===== config.mk =====
export PLATFORM = sky130hd
export DESIGN_NAME = alu_cmd_sequencer
export DESIGN_NICKNAME = d
export VERILOG_FILES = /design/src/rtl/alu_pkg.sv /design/src/rtl/alu_cmd_fifo.sv /design/src/rtl/alu_cmd_sequencer.sv
export SDC_FILE = /design/constraint.sdc
export NUM_CORES = 1
export LEC_CHECK = 0
export CAP_MARGIN = 15
export CORE_ASPECT_RATIO = 1.2
export CORE_MARGIN = 10
export CORE_UTILIZATION = 40
export DETAILED_ROUTE_END_ITERATION = 8
export PLACE_DENSITY = 0.63
export SETUP_SLACK_MARGIN = 0.05
export SLEW_MARGIN = 5
export SYNTH_ARGS = -nofsm -noshare
export SYNTH_HDL_FRONTEND = slang
export SYNTH_HIERARCHICAL = 1
export SYNTH_SLANG_ARGS = --single-unit
export TNS_END_PERCENT = 100

===== constraint.sdc =====
create_clock -name clock -period 2.2 [get_ports clock]
set_input_delay 0.44 -clock clock [delete_from_list [all_inputs] [get_ports clock]]
set_output_delay 0.44 -clock clock [all_outputs]
set_load 0.01 [all_outputs]

===== src/rtl/alu_pkg.sv =====
// Shared types for the ALU command sequencer: operation and mode encodings,
// the queued command record, the sequencer states and the flag-keeping rules.
package alu_pkg;

  localparam int DATA_W = 8;

  typedef enum logic [2:0] {
    ADD         = 3'd0,
    SUB         = 3'd1,
    MUL         = 3'd2,
    DIV         = 3'd3,
    LEFT_SHIFT  = 3'd4,
    RIGHT_SHIFT = 3'd5,
    RESERVED_6  = 3'd6,
    RESERVED_7  = 3'd7
  } alu_operation;

  typedef enum logic {
    SIGN   = 1'b0,
    UNSIGN = 1'b1
  } operation_mode;

  typedef union packed {
    logic        [DATA_W-1:0] bits;
    logic signed [DATA_W-1:0] value;
  } data_t;

  typedef struct packed {
    alu_operation  op;
    operation_mode mode;
    data_t         a;
    data_t         b;
  } alu_cmd_t;

  typedef enum logic [1:0] {
    IDLE    = 2'd0,
    ISSUE   = 2'd1,
    CAPTURE = 2'd2,
    HOLD    = 2'd3
  } seq_state_t;

  function automatic logic is_legal_op(input alu_operation op);
    return (op != RESERVED_6) && (op != RESERVED_7);
  endfunction

  // Carry only means something for unsigned add/sub, overflow only for signed add/sub.
  function automatic logic keep_carry(input alu_operation op, input operation_mode mode);
    return (mode == UNSIGN) && ((op == ADD) || (op == SUB));
  endfunction

  function automatic logic keep_overflow(input alu_operation op, input operation_mode mode);
    return (mode == SIGN) && ((op == ADD) || (op == SUB));
  endfunction

endpackage


===== src/rtl/alu_cmd_fifo.sv =====
// Command FIFO for the sequencer: DEPTH entries of alu_cmd_t, head visible
// combinationally, extra pointer bit distinguishes full from empty.
module alu_cmd_fifo import alu_pkg::*; #(
  parameter int DEPTH = 4
) (
  input  logic     clock,
  input  logic     reset_n,
  input  logic     push,
  input  logic     pop,
  input  alu_cmd_t wr_data,
  output alu_cmd_t rd_data,
  output logic     full,
  output logic     empty
);

  localparam int AW = $clog2(DEPTH);

  logic [AW:0] wr_ptr_r;
  logic [AW:0] rd_ptr_r;
  alu_cmd_t    mem_r [DEPTH];
  logic        do_push_s;
  logic        do_pop_s;

  assign full      = (wr_ptr_r[AW] != rd_ptr_r[AW]) && (wr_ptr_r[AW-1:0] == rd_ptr_r[AW-1:0]);
  assign empty     = (wr_ptr_r == rd_ptr_r);
  assign do_push_s = push && !full;
  assign do_pop_s  = pop && !empty;
  assign rd_data   = mem_r[rd_ptr_r[AW-1:0]];

  always_ff @(posedge clock or negedge reset_n) begin
    if (!reset_n) begin
      wr_ptr_r <= {(AW+1){1'b0}};
      rd_ptr_r <= {(AW+1){1'b0}};
      for (int i = 0; i < DEPTH; i++) begin
        mem_r[i] <= '{op: ADD, mode: SIGN, a: 8'h00, b: 8'h00};
      end
    end else begin
      if (do_push_s) begin
        mem_r[wr_ptr_r[AW-1:0]] <= wr_data;
        wr_ptr_r                <= wr_ptr_r + {{AW{1'b0}}, 1'b1};
      end
      if (do_pop_s) begin
        rd_ptr_r <= rd_ptr_r + {{AW{1'b0}}, 1'b1};
      end
    end
  end

endmodule


===== src/rtl/alu_cmd_sequencer.sv =====
// Feeds queued commands to the registered-input 8-bit ALU one at a time and
// returns cleaned results on a valid/ready port. Optional: DIV_BY_ZERO_TRAP_EN.
module alu_cmd_sequencer import alu_pkg::*; #(
  parameter int DEPTH  = 4,
  parameter int DATA_W = 8
) (
  input  logic              clock,
  input  logic              reset_n,
  input  logic              cmd_valid,
  output logic              cmd_ready,
  input  logic [2:0]        cmd_op,
  input  logic              cmd_mode,
  input  logic [DATA_W-1:0] cmd_a,
  input  logic [DATA_W-1:0] cmd_b,
  output logic [2:0]        alu_op,
  output logic              alu_mode,
  output logic [DATA_W-1:0] alu_value1,
  output logic [DATA_W-1:0] alu_value2,
  input  logic [DATA_W-1:0] alu_out,
  input  logic              alu_c_out,
  input  logic              alu_overflow,
  output logic              res_valid,
  input  logic              res_ready,
  output logic [DATA_W-1:0] res_data,
  output logic              res_c_out,
  output logic              res_overflow,
  output logic              res_zero,
  output logic              res_err
);

  seq_state_t        state_r;
  seq_state_t        next_state_s;
  alu_cmd_t          wr_cmd_s;
  alu_cmd_t          head_s;
  alu_cmd_t          issued_r;
  logic              fifo_full_s;
  logic              fifo_empty_s;
  logic              pop_s;
  logic              bypass_s;
  logic [DATA_W-1:0] bypass_data_s;
  logic              clean_c_s;
  logic              clean_ov_s;

  always_comb begin
    wr_cmd_s.op     = alu_operation'(cmd_op);
    wr_cmd_s.mode   = operation_mode'(cmd_mode);
    wr_cmd_s.a.bits = cmd_a;
    wr_cmd_s.b.bits = cmd_b;
  end

  alu_cmd_fifo #(
    .DEPTH (DEPTH)
  ) u_fifo (
    .clock   (clock),
    .reset_n (reset_n),
    .push    (cmd_valid),
    .pop     (pop_s),
    .wr_data (wr_cmd_s),
    .rd_data (head_s),
    .full    (fifo_full_s),
    .empty   (fifo_empty_s)
  );

  assign cmd_ready  = !fifo_full_s;
  assign alu_op     = issued_r.op;
  assign alu_mode   = issued_r.mode;
  assign alu_value1 = issued_r.a.bits;
  assign alu_value2 = issued_r.b.bits;

  // Commands that never reach the ALU produce their result straight from the head entry.
  always_comb begin
    bypass_s      = 1'b0;
    bypass_data_s = {DATA_W{1'b0}};
    if (!is_legal_op(head_s.op)) begin
      bypass_s      = 1'b1;
      bypass_data_s = {DATA_W{1'b0}};
    end
`ifdef DIV_BY_ZERO_TRAP_EN
    else if ((head_s.op == DIV) && (head_s.b.bits == {DATA_W{1'b0}})) begin
      bypass_s      = 1'b1;
      bypass_data_s = {DATA_W{1'b1}};
    end
`endif
    else begin
      bypass_s      = 1'b0;
      bypass_data_s = {DATA_W{1'b0}};
    end
  end

  always_comb begin
    next_state_s = state_r;
    pop_s        = 1'b0;
    case (state_r)
      IDLE: begin
        if (!fifo_empty_s) begin
          pop_s        = 1'b1;
          next_state_s = bypass_s ? HOLD : ISSUE;
        end else begin
          next_state_s = IDLE;
        end
      end
      ISSUE:   next_state_s = CAPTURE;
      CAPTURE: next_state_s = HOLD;
      HOLD: begin
        if (res_ready && !fifo_empty_s) begin
          pop_s        = 1'b1;
          next_state_s = bypass_s ? HOLD : ISSUE;
        end else if (res_ready) begin
          next_state_s = IDLE;
        end else begin
          next_state_s = HOLD;
        end
      end
      default: next_state_s = IDLE;
    endcase
  end

  always_ff @(posedge clock or negedge reset_n) begin
    if (!reset_n) begin
      state_r <= IDLE;
    end else begin
      state_r <= next_state_s;
    end
  end

  always_ff @(posedge clock or negedge reset_n) begin
    if (!reset_n) begin
      issued_r <= '{op: ADD, mode: SIGN, a: 8'h00, b: 8'h00};
    end else if (pop_s && !bypass_s) begin
      issued_r <= head_s;
    end else begin
      issued_r <= issued_r;
    end
  end

  // The ALU's flag outputs are undefined for most operations, so never pass them through raw.
  always_comb begin
    clean_c_s  = 1'b0;
    clean_ov_s = 1'b0;
    if (keep_carry(issued_r.op, issued_r.mode)) begin
      clean_c_s = (alu_c_out === 1'b1);
    end else begin
      clean_c_s = 1'b0;
    end
    if (keep_overflow(issued_r.op, issued_r.mode)) begin
      clean_ov_s = (alu_overflow === 1'b1);
    end else begin
      clean_ov_s = 1'b0;
    end
  end

  always_ff @(posedge clock or negedge reset_n) begin
    if (!reset_n) begin
      res_valid    <= 1'b0;
      res_data     <= {DATA_W{1'b0}};
      res_c_out    <= 1'b0;
      res_overflow <= 1'b0;
      res_zero     <= 1'b0;
      res_err      <= 1'b0;
    end else if (state_r == CAPTURE) begin
      res_valid    <= 1'b1;
      res_data     <= alu_out;
      res_c_out    <= clean_c_s;
      res_overflow <= clean_ov_s;
      res_zero     <= (alu_out == {DATA_W{1'b0}});
      res_err      <= 1'b0;
    end else if (pop_s && bypass_s) begin
      res_valid    <= 1'b1;
      res_data     <= bypass_data_s;
      res_c_out    <= 1'b0;
      res_overflow <= 1'b0;
      res_zero     <= 1'b0;
      res_err      <= 1'b1;
    end else if ((state_r == HOLD) && res_ready) begin
      res_valid    <= 1'b0;
    end else begin
      res_valid    <= res_valid;
    end
  end

endmodule


; Word-level counts from Yosys, hierarchy flattened
; Index checks and enable logic that the tools add are counted.
[word_totals]
in_bits = 34
out_inout_bits = 34
regBits = 121
elab_cells = 95
[classes]
n_eq_ne = 11
n_bitwise = 3
mux = 28
reduce_logical = 19
order_cmp = 3
add_sub_neg = 2
[op_table]
columns = operator, count
row1 = $bwmux 80, 1
row2 = $mux 20, 3
row3 = $bmux 20 s2, 1
row4 = $demux 20 s2, 1
row5 = $mux 8, 2
row6 = $mux 1, 14
row7 = $logic_and 1x1->1, 11
row8 = $logic_not 8->1, 1
row9 = $mux 2, 4
row10 = $pmux 2 s4, 1
row11 = $add 3x1->3 const B, 2
row12 = $ge 3x3->1 const B, 2
row13 = $ne 3x3->1 const B, 2
row14 = $not 2->3, 2
row15 = $eq 2x2->1 const B, 2
row16 = $eq 3x1->1 const B, 1
row17 = $eq 3x3->1, 1
row18 = $logic_not 3->1, 1
row19 = $lt 3x1->1 const B, 1
row20 = $reduce_bool 3->1, 1
row21 = $eq 2x1->1 const B, 1
row22 = $eq 2x2->1, 1
row23 = $eqx 1x1->1 const B, 2
row24 = $logic_not 1->1, 2
row25 = 6 further kinds, 6

; Depth between registers and ports, before layout
; Gate-level depths: netlist of run 1.
[depth]
ltp_word = 10
mapped_depth = 8

; Hierarchy
; Netlist of run 1, hierarchy kept.
[by_module_without_submodules]
columns = mod, area_per_inst_um2, seq_area_each_um2, cells_per_inst, n_inst
row1 = alu_cmd_fifo, 4071.4, 2152.1, 240, 1
row2 = alu_cmd_sequencer, 1569.0, 875.8, 115, 1

; Least setup slack after synthesis of run 1
; OpenSTA, ideal clock, no wires.
[synth_timing]
path_type = register -> register
from = register u_fifo.rd_ptr_r[0]
to = register issued_r, in the netlist alu_op[0]
setup_slack_ps = -37
arrival_time_ps = 2112
path_buffers = 3
path_stages_with_launch = 8
synth_period_minus_slack_ps = 2237
path_cell_list = dfrtp_1 buf_4 buf_2 mux4_2 nand2_1 nand3_4 buf_6 mux2_4
[synth_rtl]
columns = element, line
row1 = from (decl), alu_cmd_fifo.sv:19  ; logic [AW:0] rd_ptr_r;
row2 = from (signal assigned), alu_cmd_fifo.sv:33  ; rd_ptr_r <= {(AW+1){1'b0}};
row3 = from (signal assigned), alu_cmd_fifo.sv:43  ; rd_ptr_r <= rd_ptr_r + {{AW{1'b0}}, 1'b1};
row4 = to (signal assigned), alu_cmd_sequencer.sv:128  ; issued_r <= '{op: ADD, mode: SIGN, a: 8'h00, b: 8'h00};
row5 = to (signal assigned), alu_cmd_sequencer.sv:130  ; issued_r <= head_s;
row6 = to (signal assigned), alu_cmd_sequencer.sv:132  ; issued_r <= issued_r;
row7 = to (decl), alu_cmd_sequencer.sv:35  ; alu_cmd_t issued_r;

; Worst setup path after layout of run 1
[layout_timing]
from = register u_fifo.wr_ptr_r[1]
to = output cmd_ready
[layout_between]
elab_chain_cells = 3
[layout_rtl]
columns = element, line
row1 = from (decl), alu_cmd_fifo.sv:18  ; logic [AW:0] wr_ptr_r;
row2 = from (signal assigned), alu_cmd_fifo.sv:32  ; wr_ptr_r <= {(AW+1){1'b0}};
row3 = from (signal assigned), alu_cmd_fifo.sv:40  ; wr_ptr_r <= wr_ptr_r + {{AW{1'b0}}, 1'b1};
row4 = $eq 2x2->1, alu_cmd_fifo.sv:24  ; assign full = (wr_ptr_r[AW] != rd_ptr_r[AW]) && (wr_ptr_r[AW-1:0] == rd_ptr_r[AW-1:0]);
row5 = $logic_and 1x1->1, alu_cmd_fifo.sv:24
row6 = via fifo_full_s, alu_cmd_sequencer.sv:36  ; logic fifo_full_s;
row7 = $logic_not 1->1, alu_cmd_sequencer.sv:64  ; assign cmd_ready = !fifo_full_s;
row8 = to (decl), alu_cmd_sequencer.sv:10  ; output logic cmd_ready,
; The timed path passes the listed nets, and every way through them passes these cells.

==> results.cfg, run 1 <==
[outcome]
outcome = finished clean

[timing]
setup_ws_ns = 0.134
final-max-slew-violation-count = 0
relSlewSlack_pct = 48.7
period_needed_ns = 2.07
tightestPinTransition_ns = 0.770
finalClockSkew_ns = 0.00733
fin_tns_setup_ns = 0
grt_setup_unrepaired = no
hold_viol = 0
fin_crit_sh_pct = 93.9
whs_ns = 0.417
fmaxAchievable_mhz = 484
finalSetupViolCount = 0

[worst_setup_path]
crit_path_top_delay_cell = dfrtp_2
cp-end-kind = output port
setup.worst_path.class = flop to output port
arrival_ns = 1.63
worstPathMaxFanout = 6
rr_startpoint = u_fifo/rd_ptr_r[1]$_DFFE_PN0P_
timing.rr.end = state_r[1]$_DFF_PN0_
path_delay_family = flip-flops
crit_path_max_incr_delay_ns = 0.47
start_kind = flop
crit_chain = xnor2_2, nand2_1, nor2_2, inv_1, dlygate4sd2_1
reg2reg_slack_ns = 0.17
path_buf_inv = 2
reg2regPathDepth = 7
critPathRequiredTime_ns = 1.76

[clocking]
clockRootBuffer = clkbuf_16
path_clk_slew_ns = 0.05
htreeDepth = 4
clk_latency_ns = 0.41
clock_path_buffers = 2
cts_tree = built
clock-sinks = 121
cts_made_buffers = 17

[final_layout]
nNetsFinal = 493
layout_commonest_cell = dfrtp_1
layout_common_cells = dfrtp_1, mux2_2, clkdlybuf4s50_1
area_growth_syn_to_layout_pct = 28.3
diodes = 0
drive_above_1_share_pct = 40.8

[synthesis]
postSynthAreaPerCell_um2 = 15.9
synth_fp_nets = 398
synthesis.area_um2 = 5640
yosys_warnings = 6
synth_seq_cells = 121
syn_inst = 355
synth-main-ff-cell = dfrtp_1
synth_edf_count = 0
ys_seq_area_share_pct = 53.7
synth.distinct_cells = 42
async_flop_share_pct = 100

[floorplanning]
dieHeight_um = 150
start_util_pct = 40.8
die_w_um = 128
num_rows = 47
ios = 68
coreArea_um2 = 13800
dieArea_um2 = 19300

[drt]
vias = 3297
wl_met2_mm = 5.97
wl_per_cell_um = 19.2
drt_iter0_drc = 184
wl_met1_mm = 5.40
drcViolationCount = 0
topRoutingLayerUsed = met4
wirelength_mm = 12.2
postRouteAntennaNets = 0
via_per_inst = 5.20
dr.pass1.iters = 4
wl_met3_um = 658

[pwr]
power_frac_comb_pct = 47.5
pwr-share-seq_pct = 33.1
vdd_ir_drop_max_mv = 0.939
switchingPower_mw = 3.97
leakage_nw = 3.07
intPower_mw = 8.30
clock_power_share_pct = 19.5
power_density_nw_per_um2 = 1700
switching_share_pct = 32.3

[placed_design]
hpwl_mm = 8.35
io_buffers = 67
gp_congestion = 0.819
post-place-ws_ns = 0.0471

[run]
maxCapViolations = 0

[global_route]
grt_overflow_total = 0
antenna_found_initial = 0
grt_pass1_vias = 3727
grt_max_degree = 110
grtUsageTotal_pct = 13.3
grt_pass1_wl_mm = 20.0

[hold_path]
min_path_type = primary input to async pin
## per-stage QoR
step	total power, mW	std cells	utilization (%)	cell area [um^2]
floorplan	7.86	355	-	5640
global placement	9.65	599	48.2	6660
detailed placement	9.82	599	48.2	6660
CTS	12.4	634	52.2	7220
global route	13.1	634	52.4	7240
finish	12.3	634	52.4	7240
## synthesized netlist by cell type, types with 2 or more instances
master     number  area share (%)
a31oi_2         3            0.67
nand2_1        10            0.67
a32o_1          3            0.53
buf_6           9             1.8
buf_4           2            0.27
inv_1          10            0.67
o31ai_1         2            0.27
a2bb2oi_1       2            0.31
xnor2_1         2            0.31
nor2b_1         9             1.0
nor3_1          4            0.35
buf_2           4            0.35
mux2_4         33             8.8
a22o_1          8             1.2
mux4_2         20             8.0
nor4_1          3            0.33
xnor2_2         2            0.58
mux2_2         66              13
nor2_1          5            0.33
a21oi_1         4            0.35
ha_1            9             2.0
clkbuf_1        2            0.13
o311ai_0        2            0.31
xor2_1          3            0.47
dfrtp_1       121              54
## worst reg2reg max path: cells and delay by family, from the launching register on
| kind | cells | cell delay (ns) |
|---|---|---|
| AO/OA/AOI/OAI | 2 | 0.53 |
| XOR/XNOR | 1 | 0.18 |
| buffers and inverters | 2 | 0.36 |
| flip-flops | 1 | 0.42 |
| AND/OR/NAND/NOR | 2 | 0.39 |
## worst max-delay path by stage
stage	startpoint	end	slack, ns	cells after the start
detailed placement	u_fifo/rd_ptr_r[1]$_DFFE_PN0P_	state_r[1]$_DFF_PN0_	0.05	6
floorplan	u_fifo/rd_ptr_r[0]$_DFFE_PN0P_	alu_op[0]$_DFFE_PN0P_	0.06	7
CTS	u_fifo/wr_ptr_r[1]$_DFFE_PN0P_	cmd_ready	0.10	5
global placement	u_fifo/rd_ptr_r[1]$_DFFE_PN0P_	state_r[1]$_DFF_PN0_	0.11	6
finish	u_fifo/wr_ptr_r[1]$_DFFE_PN0P_	cmd_ready	0.13	5
global route	u_fifo/rd_ptr_r[0]$_DFFE_PN0P_	cmd_ready	0.07	4
## per-layer routing
metal,global-route usage [%],up-vias
li1,-,1504
met1,16.2,1704
met5,0,-
met4,5.36,0
met2,21.3,75
met3,4.42,14
## power groups by stage
stage	Clock [mW]	Combinational (mW)	Sequential, mW
6_report	2.39	5.83	4.06
5_1_grt	2.55	6.30	4.21
4_1_cts	2.46	5.87	4.07
3_5_place_dp	0	5.74	4.08
3_3_place_gp	0	5.61	4.03
2_1_floorplan	0	3.86	4.00
## registers in the layout, indices dropped and copies added (netlist names)
register / flops
res_c_out: 1
alu_op: 3
u_fifo/mem_r: 80
alu_value2: 8
res_valid: 1
u_fifo/rd_ptr_r: 3
state_r: 2
res_data: 8
alu_mode: 1
alu_value1: 8
res_err: 1
res_zero: 1
u_fifo/wr_ptr_r: 3
res_overflow: 1
## cell families after synthesis
group	share of synthesized area [%]
compound gates	5.24
xor+xnor	1.84
fa+ha+maj	2.00
buf+inv	3.37
flops	53.7
mux	30.1
simple gates	3.73
## layout make-up
class                           count  area, um^2
Timing Repair Buffer               95         955
Inverter                           10        37.5
Fill cell                        1159        6580
Multi-Input combinational cell    205        2490
Clock buffer                       29         490
Clock inverter                      3        15.0
Sequential cell                   121        3030
Tap cell                          171         214
## repair_timing
| action | CTS | global route |
|---|---|---|
| resized for setup | 9 | 2 |
| buffers inserted | 2 | 0 |
| endpoints found under the setup margin | 2 | 21 |
| pin swaps | 1 | 0 |
| hold endpoints to repair | 12 | 0 |
| hold buffers | 1 | 0 |
Note: power is estimated with default switching activity, not from simulation.
==> inputs of run 2 (changes only) <==
- CORE_UTILIZATION: 40 -> 50
- PLACE_DENSITY: 0.63 -> 0.76
- SETUP_SLACK_MARGIN: 0.05 -> 0.5
==> results.cfg, run 2 (synthesis results as in run 1) <==
[placed_design]
hpwl_mm = 8.12
place_inst = 555
gp_congestion = 0.828
io_buffers = 67

[worst_setup_path]
startpoint = u_fifo/rd_ptr_r[1]$_DFFE_PN0P_
arrival_ns = 2.30
worstPathMaxFanout = 9
rr_startpoint = u_fifo/rd_ptr_r[1]$_DFFE_PN0P_
cp-end-kind = flop
critPathRequiredTime_ns = 2.50
setup.worst_path.class = flop to flop
start_kind = flop

[floorplanning]
dieArea_um2 = 15900
coreArea_um2 = 11000
dieHeight_um = 136
num_rows = 42
ios = 68
start_util_pct = 51.1
die_w_um = 117

[pwr]
switchingPower_mw = 5.03
vdd_ir_drop_max_mv = 0.826
power_density_nw_per_um2 = 1840
switching_share_pct = 34.3
leakage_nw = 3.52
power_frac_comb_pct = 53.0
clock_power_share_pct = 18.8
pwr-share-seq_pct = 28.2
intPower_mw = 9.64

[final_layout]
fin_util_pct = 72.1
largest_reg_flops = 80
largest_register = u_fifo/mem_r
diodes = 0
fillCellCount = 662
area_growth_syn_to_layout_pct = 41.1
fin_cells = 629
layout_commonest_cell = dfrtp_1
drive_above_1_share_pct = 50.1
nNetsFinal = 527
layout_common_cells = dfrtp_1, mux2_2, mux2_4

[global_route]
grt_pass1_vias = 3919
grt_max_degree = 43
grtUsageTotal_pct = 18.4
grt_overflow_total = 0
antenna_found_initial = 0
grt_pass1_wl_mm = 22.2

[timing]
relSlewSlack_pct = 64.9
fin_crit_sh_pct = 90.6
finalSetupViolCount = 0
finalClockSkew_ns = 0.0120
hold_viol = 0
final-max-slew-violation-count = 0
grt_setup_unrepaired = yes
tightestPinTransition_ns = 0.526
whs_ns = 0.00586
fmaxAchievable_mhz = 501
period_needed_ns = 1.99

[clocking]
path_clk_slew_ns = 0.06
clk_latency_ns = 0.42
clockRootBuffer = clkbuf_16
hold_buffers = 0
cts_tree = built
clock-sinks = 121
clock_path_buffers = 2
cts_made_buffers = 17
htreeDepth = 4

[drt]
wl_per_cell_um = 24.1
drcViolationCount = 0
vias = 3701
postRouteAntennaNets = 0
via_per_inst = 5.88
dr.pass1.iters = 5
drt_iter0_drc = 326
wirelength_mm = 15.2

[run]
maxCapViolations = 0

[hold_path]
min_path_type = primary input to async pin

[outcome]
outcome = finished clean
-- run 2: worst paths after layout --
path,end,slack [ns],cells after the start
setup / recovery,alu_value2[7]$_DFFE_PN0P_,0.21,7
hold / removal,alu_value2[0]$_DFFE_PN0P_,0.006,1
setup reg to reg,alu_value2[7]$_DFFE_PN0P_,0.21,7
hold reg to reg,u_fifo/mem_r[33]$_DFFE_PN0P_,0.50,1
max in group asynchronous,u_fifo/rd_ptr_r[1]$_DFFE_PN0P_,1.58,2
min in group clock,u_fifo/mem_r[33]$_DFFE_PN0P_,0.50,1
-- run 2: layout make-up --
cell class / instances / area [um^2] / share of cell area, %
Timing Repair Buffer: 128 / 1430 / 18.0
Inverter: 10 / 37.5 / 0.472
Clock inverter: 9 / 123 / 1.54
Sequential cell: 121 / 3030 / 38.1
Clock buffer: 23 / 458 / 5.75
Multi-Input combinational cell: 206 / 2710 / 34.1
Tap cell: 132 / 165 / 2.08
-- run 2: what timing repair did --
action	4_1_cts	5_1_grt
setup endpoints to repair	153	120
setup buffers	22	13
gates cloned	5	2
pin swaps	9	13
gates resized for setup	65	39
-- run 2: routing by layer --
metal	global-route usage [%]	vias to the layer above	share of wire (%)
met1	21.4	1941	40
met4	7.98	0	2.1
met5	0	-	0
met3	5.03	31	6.1
met2	31.0	143	52
li1	-	1586	-
-- run 2: power by group through the flow --
stage / logic [mW] / registers [mW] / clock network [mW]
2_1_floorplan: 3.94 / 4.01 / 0
3_3_place_gp: 5.53 / 4.01 / 0
3_5_place_dp: 5.70 / 4.08 / 0
4_1_cts: 6.71 / 4.07 / 2.78
5_1_grt: 8.11 / 4.24 / 2.91
6_report: 7.77 / 4.13 / 2.76
-- run 2: critical path, cell delays in order (launching register included) --
cell	delay, ns
dfrtp_2	0.44
buf_12	0.15
buf_4	0.17
mux4_2	0.39
nand2_4	0.12
nand3_4	0.10
buf_12	0.17
mux2_4	0.32
-- run 2: stage by stage --
stage,power [mW],setup TNS (ns),setup WS [ns],area (um^2)
detailed placement,9.77,-0.629,-0.0522,6640
CTS,13.6,0,0.242,7650
finish,14.7,0,0.206,7960
floorplan,7.95,0,0.185,5680
global placement,9.54,0,0.00257,6640
global route,15.3,0,0.186,7960
